$ cat config.mk
export PLATFORM = sky130hd
export DESIGN_NAME = dotram_arbiter
export DESIGN_NICKNAME = d
export VERILOG_FILES = /design/src/rtl/dotdisp_pkg.sv /design/src/rtl/dotram_arbiter.sv
export SDC_FILE = /design/constraint.sdc
export NUM_CORES = 1
export LEC_CHECK = 0
export ABC_AREA = 1
export CORE_ASPECT_RATIO = 0.6
export CORE_MARGIN = 5
export CORE_UTILIZATION = 40
export CTS_CLUSTER_DIAMETER = 80
export DETAILED_ROUTE_END_ITERATION = 6
export GPL_TIMING_DRIVEN = 0
export PLACE_DENSITY = 0.76
export SLEW_MARGIN = 20
export SYNTH_ARGS = -nofsm -noshare
export SYNTH_HDL_FRONTEND = slang
export SYNTH_SLANG_ARGS = --single-unit
$ cat constraint.sdc
create_clock -name CLK -period 1.67 [get_ports CLK]
set_input_delay 0.2505 -clock CLK [delete_from_list [all_inputs] [get_ports CLK]]
set_output_delay 0.2505 -clock CLK [all_outputs]
set_load 0.005 [all_outputs]
$ cat src/rtl/dotdisp_pkg.sv
// rtl/dotdisp_pkg.sv - shared types and constants for the dot-display board
//
// Purpose: arbiter FSM state encoding, RAM data width, and the active-low
//          RAM strobe bundle with its idle/read constants and a helper that
//          builds the strobe pattern for a CPU access cycle.
// Ports:   none (package).

package dotdisp_pkg;

   localparam int DOTRAM_DW = 16;   // dot RAM word width
   localparam int WCNT_W    = 4;    // wait counter width, covers RAM_WAIT 1..15

   typedef enum logic [2:0] {
      ARB_IDLE,
      ARB_CPU_ACC,
      ARB_CPU_HOLD,
      ARB_SCAN_ACC,
      ARB_SCAN_DONE
   } arb_state_t;

   // All members active-low.
   typedef struct packed {
      logic ce;
      logic oe;
      logic wehi;
      logic welo;
   } ram_strb_t;

   localparam ram_strb_t RAM_STRB_IDLE = 4'b1111;   // chip deselected
   localparam ram_strb_t RAM_STRB_READ = 4'b0011;   // ce+oe low, no writes

   // Strobes for a CPU-owned cycle. Write strobes follow the CPU byte strobes
   // only when we_en is set, so the final access cycle and the hold phase
   // keep them high and the address stays stable past the write edge.
   function automatic ram_strb_t cpu_acc_strb(input logic rw,
                                              input logic uds,
                                              input logic lds,
                                              input logic we_en);
      ram_strb_t s;
      s    = RAM_STRB_IDLE;
      s.ce = 1'b0;
      s.oe = ~rw;
      if (!rw && we_en) begin
         s.wehi = uds;
         s.welo = lds;
      end
      return s;
   endfunction

endpackage

$ cat src/rtl/dotram_arbiter.sv
// rtl/dotram_arbiter.sv - dot-display work RAM arbiter between the 68000 and scan-out
//
// Purpose: round-robin sharing of the dot RAM between CPU bus cycles and
//          scan fetches, with programmable wait states and DTACK generation.
// Ports:
//   CLK, RST        clock, synchronous active-high reset
//   RAMEN           active-low RAM select from the address decoder (AS-qualified)
//   RW, UDS, LDS    CPU read/write and active-low byte strobes
//   CPU_A           CPU word address
//   DTACK           active-low transfer acknowledge to the CPU
//   SCAN_REQ/SCAN_A scan fetch request (held until ack) and word address
//   SCAN_ACK        one-cycle pulse, SCAN_DATA valid in the same cycle
//   SCAN_DATA       registered RAM word for the fetcher
//   RAM_Q           RAM read data
//   RAM_A           registered RAM address
//   RAM_CE/RAM_OE   active-low chip/output enable
//   RAM_WEHI/WELO   active-low upper/lower byte write strobes
// All outputs are registered.

module dotram_arbiter
   import dotdisp_pkg::*;
#(
   parameter int ADDR_W   = 14,
   parameter int RAM_WAIT = 2
)(
   input  logic                 CLK,
   input  logic                 RST,
   input  logic                 RAMEN,
   input  logic                 RW,
   input  logic                 UDS,
   input  logic                 LDS,
   input  logic [ADDR_W-1:0]    CPU_A,
   output logic                 DTACK,
   input  logic                 SCAN_REQ,
   input  logic [ADDR_W-1:0]    SCAN_A,
   output logic                 SCAN_ACK,
   output logic [DOTRAM_DW-1:0] SCAN_DATA,
   input  logic [DOTRAM_DW-1:0] RAM_Q,
   output logic [ADDR_W-1:0]    RAM_A,
   output logic                 RAM_CE,
   output logic                 RAM_OE,
   output logic                 RAM_WEHI,
   output logic                 RAM_WELO
);

   localparam logic [WCNT_W-1:0] WAIT_INIT = WCNT_W'(RAM_WAIT);
   localparam logic [WCNT_W-1:0] WCNT_ONE  = WCNT_W'(1);

   arb_state_t            state, state_d;
   logic [WCNT_W-1:0]     wcnt, wcnt_d, wcnt_dec;
   logic                  last_cpu, last_cpu_d;
   ram_strb_t             strb, strb_d;
   logic [ADDR_W-1:0]     ram_a_d;
   logic                  dtack_d;
   logic                  scan_ack_d;
   logic [DOTRAM_DW-1:0]  scan_data_d;
   logic                  creq;
   logic                  grant_cpu;
   logic                  grant_scan;

   assign creq     = ~RAMEN & (~UDS | ~LDS);
   assign wcnt_dec = wcnt - WCNT_ONE;

   // Tie goes to whoever did not win last time; last_cpu resets to 0 so the
   // CPU takes the first tie.
   assign grant_cpu  = creq & (~SCAN_REQ | ~last_cpu);
   assign grant_scan = SCAN_REQ & (~creq | last_cpu);

   always_comb begin
      state_d     = state;
      wcnt_d      = wcnt;
      last_cpu_d  = last_cpu;
      ram_a_d     = RAM_A;
      strb_d      = RAM_STRB_IDLE;
      dtack_d     = 1'b1;
      scan_ack_d  = 1'b0;
      scan_data_d = SCAN_DATA;

      case (state)
         ARB_IDLE: begin
            if (grant_cpu) begin
               state_d    = ARB_CPU_ACC;
               wcnt_d     = WAIT_INIT;
               last_cpu_d = 1'b1;
               ram_a_d    = CPU_A;
               strb_d     = cpu_acc_strb(RW, UDS, LDS, WAIT_INIT > WCNT_ONE);
            end else if (grant_scan) begin
               state_d    = ARB_SCAN_ACC;
               wcnt_d     = WAIT_INIT;
               last_cpu_d = 1'b0;
               ram_a_d    = SCAN_A;
               strb_d     = RAM_STRB_READ;
            end
         end

         ARB_CPU_ACC: begin
            if (RAMEN) begin
               // Bus cycle aborted: drop everything, never acknowledge.
               state_d = ARB_IDLE;
            end else if (wcnt == WCNT_ONE) begin
               state_d = ARB_CPU_HOLD;
               dtack_d = 1'b0;
               strb_d  = cpu_acc_strb(RW, UDS, LDS, 1'b0);
            end else begin
               wcnt_d = wcnt_dec;
               strb_d = cpu_acc_strb(RW, UDS, LDS, wcnt_dec > WCNT_ONE);
            end
         end

         ARB_CPU_HOLD: begin
            if (RAMEN) begin
               state_d = ARB_IDLE;
            end else begin
               dtack_d = 1'b0;
               strb_d  = cpu_acc_strb(RW, UDS, LDS, 1'b0);
            end
         end

         ARB_SCAN_ACC: begin
            if (wcnt == WCNT_ONE) begin
               state_d     = ARB_SCAN_DONE;
               scan_ack_d  = 1'b1;
               scan_data_d = RAM_Q;
            end else begin
               wcnt_d = wcnt_dec;
               strb_d = RAM_STRB_READ;
            end
         end

         ARB_SCAN_DONE: begin
            state_d = ARB_IDLE;
         end

         default: begin
            state_d = ARB_IDLE;
         end
      endcase
   end

   always_ff @(posedge CLK) begin
      if (RST) begin
         state     <= ARB_IDLE;
         wcnt      <= '0;
         last_cpu  <= 1'b0;
         RAM_A     <= '0;
         strb      <= RAM_STRB_IDLE;
         DTACK     <= 1'b1;
         SCAN_ACK  <= 1'b0;
         SCAN_DATA <= '0;
      end else begin
         state     <= state_d;
         wcnt      <= wcnt_d;
         last_cpu  <= last_cpu_d;
         RAM_A     <= ram_a_d;
         strb      <= strb_d;
         DTACK     <= dtack_d;
         SCAN_ACK  <= scan_ack_d;
         SCAN_DATA <= scan_data_d;
      end
   end

   assign RAM_CE   = strb.ce;
   assign RAM_OE   = strb.oe;
   assign RAM_WEHI = strb.wehi;
   assign RAM_WELO = strb.welo;

endmodule

### Word level (Yosys, flattened, before mapping)

Cells that the tools add are included.

| word-level totals | value |
|---|---|
| register bits after elaboration | 44 |
| input port bits | 51 |
| word-level logic and storage cells | 76 |
| output and inout bits | 36 |

| operators by class | value |
|---|---|
| reductions and logical operators | 10 |
| $add $sub $neg | 1 |
| eq/ne operators | 9 |
| bitwise logic cells | 14 |
| mux-type cells | 30 |
| magnitude comparators | 1 |

Operators with widths:

| cell | number |
|---|---|
| $mux W4 | 9 |
| $mux W14 | 2 |
| $mux W3 | 6 |
| $pmux W4 S4 | 1 |
| $pmux W3 S4 | 1 |
| $pmux W4 S3 | 1 |
| $not A1 Y1 | 8 |
| $eq A3 B2 Y1 const B | 2 |
| $mux W1 | 6 |
| $mux W2 | 3 |
| $ne A2 B2 Y1 const B | 3 |
| $ne A3 B3 Y1 const B | 2 |
| $eq A4 B1 Y1 const B | 1 |
| $gt A4 B1 Y1 const B | 1 |
| $reduce_and A2 Y1 | 2 |
| $reduce_and A4 Y1 | 1 |
| $sub A4 B1 Y4 const B | 1 |
| $and A1 B1 Y1 | 3 |
| $eq A3 B1 Y1 const B | 1 |
| $logic_not A3 Y1 | 1 |
| $or A1 B1 Y1 | 3 |
| $reduce_and A3 Y1 | 1 |
| $reduce_bool A3 Y1 | 1 |
| $pmux W1 S2 | 1 |
| other kinds (4) | 4 |

### Longest topological paths before layout

Gate-level depths: netlist of the first run.

| depth | value |
|---|---|
| word-level depth | 9 |
| depth in mapped cells | 8 |
| mapped depth without buffers | 8 |

### Worst setup path after synthesis of the first run

Ideal clock, no wire load.

| timing path | value |
|---|---|
| path kind | reg-to-reg |
| start | register wcnt[1] |
| end | register SCAN_DATA[10] |
| arrival | 1326 ps |
| setup time | 116 ps |
| period minus slack after synthesis | 1442 ps |
| data required time | 1554 ps |
| cell stages (with the launch flop) | 9 |
| slack | 228 ps |
| buffers on the path | 1 |
| cell sequence | dfxtp_1 > inv_1 > ha_1 > nand3_1 > nor3_4 > inv_2 > buf_6 > nor2_1 > nor2_1 |

| between the ends | value |
|---|---|
| cells in the longest elaborated chain, start to end | 2 |

Ends and longest elaborated chain:

| element | RTL line | source |
|---|---|---|
| start, declared | dotram_arbiter.sv:50 | `logic [WCNT_W-1:0] wcnt, wcnt_d, wcnt_dec;` |
| start signal, assigned | dotram_arbiter.sv:152 | `wcnt <= wcnt_d;` |
| $eq A4 B1 Y1 | dotram_arbiter.sv:120 | `if (wcnt == WCNT_ONE) begin` |
| $reduce_and A2 Y1 (no source line) | n/a |  |
| end signal, assigned | dotram_arbiter.sv:158 | `SCAN_DATA <= scan_data_d;` |
| end, declared | dotram_arbiter.sv:37 | `output logic [DOTRAM_DW-1:0] SCAN_DATA,` |

Every way passes these cells.
A chain may end at the register's enable or synchronous reset.

### Worst setup path after layout of the first run

| timing path | value |
|---|---|
| start | register wcnt[1] |
| end | register SCAN_DATA[8] |

Same word-level chain as after synthesis.

==> results by group, run 1 <==
Timing
  – Post-layout min period: approximately 1.6 ns
  – Max Clk Rate: ~640 MHz
  – Fin. Hold Viols: 0
  – RSZ-0062 raised after global routing: no
  – Total negative slack: 0 ns
  – Worst Skew: between 0.005 and 0.006 ns
  – Slew headroom: 72.1%
  – # setup viols final: 0
  – Period utilisation layout: between 90% and 100%
  – Final worst slack: 0.111 ns
  – Pins over their slew limit: 0
  – Hold slack: 0.399 ns
  – Least-Margin Pin Slew: 0.418 ns

Clock tree
  – H-tree Lvls: 2
  – Clock Sinks: 44
  – Hold_buf cts: 0
  – Worst skew pair latency: between 0.2 and 0.3 ns
  – TritonCTS buffer count: 5
  – Clk root buf: clkbuf_8
  – Max Buffers Root-to-Sink: 2
  – CTS clk-pin slew, worst paths: about 0.080 ns
  – CTS tree: yes

GRT
  – First-pass GRT wire length: ~9100 µm
  – Total gr overflow: 0
  – Largest net degree at the start of global routing: 15
  – Vias in the first global route: 1,831
  – Antenna violations before repair: 0
  – Tot GR Track Use: about 18%

Die
  – I/O pin cnt: 87
  – Die Y: roughly 63 µm
  – Row count: 19
  – Initial Util: between 40% and 50%
  – Core area: 4590 µm²
  – Die extent in x: slightly below 100 µm
  – Die ar.: 6260 µm²

Drt
  – Highest metal used: met4
  – Initial DRC count: between 100 and 150
  – Post-route DRC: 0
  – Routed Antenna Nets: 0
  – Drt pass-1 iters: 4
  – Met2 WL: between 2000 and 2500 µm
  – Final WL: between 5000 and 6000 µm
  – Vias/cell: around 4.9
  – Vias: a little over 2,000
  – WL/cell: 13.5 µm
  – M1 WL: about 2800 µm
  – Met3 Wirelength: 590 µm

Setup path
  – Worst setup EP type: flop
  – CP max FO: 10
  – Worst EP required: around 1.9 ns
  – Arr. time, crit path: 1.74 ns
  – Crit Path Class: flop to flop
  – Startpoint Class: flop
  – FF-to-FF path depth: 8

Logic synthesis
  – Distinct cells, synth: 26
  – Post-Synth XOR/XNOR Area: less than 1%
  – Flops & latches, synth: 44
  – YS warnings: 0
  – Number of flops mapped to enable cells by yosys: 0
  – Compound-cell area share of the yosys netlist: between 20% and 30%
  – Seq/Total Area, Yosys: 46.5%
  – Syn_area_per_cell: around 7.5 µm²
  – Post-synthesis mux area share: 0%
  – Predominant post-synthesis flop cell: dfxtp_1
  – Post-synthesis adder-cell area fraction: 1.98%
  – Syn nets: roughly 310
  – Synth Area in Simple Gates: between 20% and 30%
  – Synthesized cell area: ~1900 µm²
  – Post-synthesis cell count: between 200 and 300
  – Largest family of logic cells by synthesized area: simple AND/OR/NAND/NOR gates
  – FFs w/ async S/R, synth: 0%

Place
  – Final Wtd Congestion: 0.853
  – Pre-CTS setup slack: -0.257 ns
  – Post-detail-place hpwl: slightly above 4000 µm
  – Placed inst area: about 2800 µm²
  – Port buffer count: 86

Pwr
  – Sw power: about 0.0011 W
  – Clk pwr share: 21.8%
  – Switching share of power: between 30% and 40%
  – Final Total Pwr: between 0.003 and 0.004 W
  – Pwr dens: 1090 nW/µm²
  – Sequential share of power: 41.3%
  – Logic pwr share: between 30 and 40%
  – Max VDD drop: 0.000483 V
  – Int Pwr: roughly 0.0021 W
  – Leakage: between 1 and 1.5 nW

Flow run
  – Max_cap viols: 0

Layout
  – Share of layout cells above drive strength 1: 8.02%
  – Area grow syn2layout: 55.8%
  – Final net count: roughly 400
  – ANT cells: 0
  – Final instance area: just under 3000 µm²

Worst hold path
  – HP Class: input port to flop
  – Hold path depth: 3

Outcome
  – Status: completed
[layout make-up]
type / count / area [µm²]
fill: 397 / 1640
multi-input combinational: 182 / 887
sequential: 44 / 881
timing repair buffer: 87 / 871
clock buffer: 6 / 82.6
tap: 63 / 78.8
buffer: 10 / 70.1
inverter: 18 / 67.6
clock inverter: 2 / 15.0
[state kept, by name, summed over array words and instances, names as in the netlist, 3 cells and up]
signal     flops
RAM_A         14
SCAN_DATA     16
state          3
wcnt           4
[through the flow]
| stage | cells | utilization, % |
|---|---|---|
| 3_3_place_gp | 403 | 61.8 |
| 6_report | 412 | 64.4 |
| 4_1_cts | 412 | 64.1 |
| 5_1_grt | 412 | 64.4 |
| 2_1_floorplan | 254 | - |
| 3_5_place_dp | 403 | 61.8 |
[power groups by stage]
stage / Clock [W] / Combinational, W / Sequential, W
after floorplan: 0 / 0.000637 / 0.00136
after global placement: 0 / 0.00116 / 0.00135
after detailed placement: 0 / 0.00118 / 0.00135
after CTS: 0.000726 / 0.00118 / 0.00133
after global routing: 0.000779 / 0.00134 / 0.00135
final: 0.000706 / 0.00119 / 0.00133
[Yosys cell counts (all sizes together) (2+ instances only)]
cell,n,share of area [%]
a22oi,2,0.79
clkbuf,3,0.66
nor2,49,9.7
dfxtp,44,46
nand3,9,2.6
inv,18,3.6
nand4,2,0.66
ha,3,2.0
nor3,6,2.8
a21oi,32,8.4
nand2,37,7.9
o21ai,38,10
buf,7,2.8
[metal layers]
layer	global-route usage (%)	vias up
li1	-	1026
met2	23.8	77
met5	0	-
met3	8.49	2
met1	25.5	908
met4	2.56	0
[layout by cell type, fill, tap and decap left out, drive strengths merged]
cell type and instances:
nand4 2, nand3 9, o2111ai 1, buf 7, a22oi 2, clkinvlp 2, dfxtp 44, inv 18
a21oi 32, xor2 1, nor2 49, o21ai 38, or2 1, dlymetal6s2s 1, nor3 6, nand2 37
clkbuf 10, clkdlybuf4s50 85, ha 3, o211ai 1
[worst max-delay path, cell delays in order (launching register included)]
cell     delay (ns)
dfxtp_1        0.33
inv_1          0.11
ha_1           0.21
nand3_2        0.14
nor3_4         0.22
inv_2          0.14
buf_6          0.16
nor2_1         0.10
nor2_1         0.05
[cell families (layout without fill, tap and decap cells)]
kind of cell | after synthesis | after routing
compound gates | 74 | 74
xor+xnor | 1 | 1
fa+ha+maj | 3 | 3
buf+inv | 28 | 123
flops | 44 | 44
simple gates | 104 | 104
[repair_timing]
action | CTS | global route
resized for setup | 0 | 5
endpoints found under the setup margin | 9 | 23
pin swaps | 1 | 1
buffers inserted | 1 | 0
[worst paths after layout]
path | start | to | slack, ns
setup / recovery | wcnt[1] | SCAN_DATA[8] | 0.11
hold / removal | RAMEN | RAM_CE | 0.40
setup reg to reg | wcnt[1] | SCAN_DATA[8] | 0.11
hold reg to reg | wcnt[1] | wcnt[1] | 0.52
Note: power is estimated with default switching activity, not from simulation.
==> inputs of run 2 (changes only) <==
--- a/config.mk
+++ b/config.mk
@@ -6,10 +6,13 @@
 export NUM_CORES = 1
 export LEC_CHECK = 0
 export ABC_AREA = 1
+export CELL_PAD_IN_SITES_DETAIL_PLACEMENT = 1
+export CELL_PAD_IN_SITES_GLOBAL_PLACEMENT = 2
 export CORE_ASPECT_RATIO = 0.6
 export CORE_MARGIN = 5
-export CORE_UTILIZATION = 40
+export CORE_UTILIZATION = 21
 export CTS_CLUSTER_DIAMETER = 80
+export CTS_CLUSTER_SIZE = 28
 export DETAILED_ROUTE_END_ITERATION = 6
 export GPL_TIMING_DRIVEN = 0
 export PLACE_DENSITY = 0.76
==> run 2 against run 1 <==
  * Via count up 3.0%
  * Global-route usage down 4.8 points
  * Combinational power up 5%
  * Clock power up 63%
  * Design area up 5.5%
  * Critical endpoint is now RAM_A[4]
  * Largest power group unchanged
==> results by group, run 2 (synthesis gave the netlist of run 1 again) <==
Setup path
  – Crit path largest cell delay: ~0.56 ns
  – Worst setup EP type: flop
  – CP most frequent cell: nand2_1
  – Critical path buffers and inverters: 3
  – Slowest stage cell, crit path: clkdlybuf4s50_1
  – CP max FO: 10
  – Startpoint Class: input port
  – Arr. time, crit path: between 1.5 and 2 ns
  – Reg-to-reg slack, setup: approximately 0.16 ns
  – Crit Path Class: input port to flop
  – Worst EP required: between 1.5 and 2 ns
  – Crit-path cells: clkdlybuf4s50_1 -> nand2_2 -> nand2_1 -> nand2_1 -> nand2_4 -> inv_2 -> buf_6 -> o21ai_0 -> a21oi_1
  – CP top delay family: buffers and inverters

Drt
  – Final WL: ~7000 µm
  – Drt pass-1 iters: 4
  – Initial DRC count: 76
  – Post-route DRC: 0
  – Routed Antenna Nets: 0
  – WL/cell: around 15 µm
  – Vias: approximately 2,100
  – Vias/cell: 4.48

Pwr
  – Max VDD drop: ~0.00047 V
  – Leakage: 1.30 nW
  – Pwr dens: 1200 nW/µm²

Layout
  – Final net count: a little over 400
  – Commonest non-fill, non-tap cell in the layout: clkdlybuf4s50_1
  – Most frequent cells in the layout: 85 x clkdlybuf4s50_1, 49 x nor2_1, 44 x dfxtp_1
  – Share of layout cells above drive strength 1: 9.69%
  – Largest register by flop count: SCAN_DATA
  – Area grow syn2layout: 64.3%
  – Largest regs: SCAN_DATA x16, RAM_A x14, wcnt x4
  – Max FFs per register: 16
  – Final instance area: 3110 µm²
  – ANT cells: 0

Place
  – Final Wtd Congestion: 0.762
  – Placed inst area: about 2900 µm²
  – Post-detail-place hpwl: roughly 5300 µm
  – Port buffer count: 86

Clock tree
  – H-tree Lvls: 2
  – TritonCTS buffer count: 5
  – Max Buffers Root-to-Sink: 2
  – Worst skew pair latency: a little under 0.3 ns
  – Clock Sinks: 44
  – CTS tree: yes
  – Clk root buf: clkbuf_16
  – CTS clk-pin slew, worst paths: approximately 0.060 ns

Outcome
  – Status: completed

GRT
  – Antenna violations before repair: 0
  – First-pass GRT wire length: approximately 12,000 µm
  – Largest net degree at the start of global routing: 16
  – Tot GR Track Use: approximately an eighth
  – Total gr overflow: 0
  – Vias in the first global route: between 2,000 and 2,500

Die
  – Core area: ~8700 µm²
  – Initial Util: 21.9%
  – I/O pin cnt: 87
  – Row count: 26
  – Die ar.: roughly 11,000 µm²
  – Die Y: between 80 and 90 µm
  – Die extent in x: 133 µm

Timing
  – Period utilisation layout: between 90 and 100%
  – RSZ-0062 raised after global routing: no
  – Fin. Hold Viols: 0
  – Pins over their slew limit: 0
  – Hold slack: approximately 0.46 ns
  – # setup viols final: 0
  – Worst Skew: ~0.0032 ns
  – Least-Margin Pin Slew: around 0.45 ns
  – Max Clk Rate: ~650 MHz
  – Post-layout min period: 1.55 ns
  – Slew headroom: 70.3%
  – Total negative slack: 0 ns

Worst hold path
  – HP Class: input port to flop

Flow run
  – Max_cap viols: 0
run 2: cell count changes in the layout (fill, tap and decap cells not counted), sizes merged:
cell | previous run | this run
buf | 7 | 10
bufinv | 0 | 1
clkinvlp | 2 | 0
clkinv | 0 | 2
clkbuf | 10 | 8
run 2: worst register-to-register path: cells and delay by family (launching register included):
family | cells | cell delay, ns
flops | 1 | 0.38
simple gates | 2 | 0.52
compound gates | 2 | 0.21
buf+inv | 2 | 0.33
run 2: where the power goes:
group | total [W] | internal (W) | switching [W]
clock network | 0.00115 | 0.000711 | 0.000443
registers | 0.00134 | 0.00123 | 0.000108
logic | 0.00125 | 0.000585 | 0.000660
run 2: per-layer routing:
| metal | GRT usage (%) | vias up | part of all wire [%] | wire, µm |
|---|---|---|---|---|
| met5 | 0 | - | 0 | 0 |
| met2 | 17.7 | 61 | 39 | 2670 |
| met4 | 2.55 | 0 | 0.89 | 61 |
| li1 | - | 1041 | - | - |
| met3 | 6.45 | 6 | 9.6 | 660 |
| met1 | 17.7 | 966 | 51 | 3500 |
run 2: layout make-up:
cell class,instances,area [µm²]
fillers,1041,5540
plain buffers,10,70.1
multi-input cells,182,895
flip-flops and latches,44,881
clock buffers,5,125
clock inverters,3,47.5
inverters,18,70.1
repair buffers,89,886
well taps,112,140
run 2: final timing paths:
check,from,end,cells past startpoint
max,UDS,RAM_A[4],9
min,RAMEN,RAM_CE,3
max reg2reg,state[2],RAM_A[6],6
min reg2reg,SCAN_DATA[6],SCAN_DATA[6],2
run 2: what timing repair did:
| action | CTS | global route |
|---|---|---|
| pin swaps | 1 | 1 |
| resized for setup | 4 | 6 |
| setup endpoints to repair | 23 | 28 |
| hold buffers | 0 | 0 |
| setup buffers | 2 | 1 |
run 2: stage by stage:
stage	std cells	worst slack [ns]	utilization [%]	total power (W)
floorplan	254	0.228	-	0.00199
global placement	452	-0.349	33.5	0.00257
detailed placement	452	-0.413	33.5	0.00260
CTS	462	0.0111	35.8	0.00381
global route	463	0.0000113	36.0	0.00400
finish	463	0.122	36.0	0.00374
==> inputs of run 3 (changes only) <==
==> constraint.sdc (replaced) <==
create_clock -name CLK -period 1.67 [get_ports CLK]
set_input_delay 0.2505 -clock CLK [delete_from_list [all_inputs] [get_ports CLK]]
set_output_delay 0.2505 -clock CLK [all_outputs]
set_load 0.02 [all_outputs]
==> results of run 3 <==
Same layout as run 2 (identical final DEF). Status: completed.
Main changes from that run: total power 0.00374 W -> 0.00388 W; worst IR drop on VDD 0.000471 V -> 0.000474 V
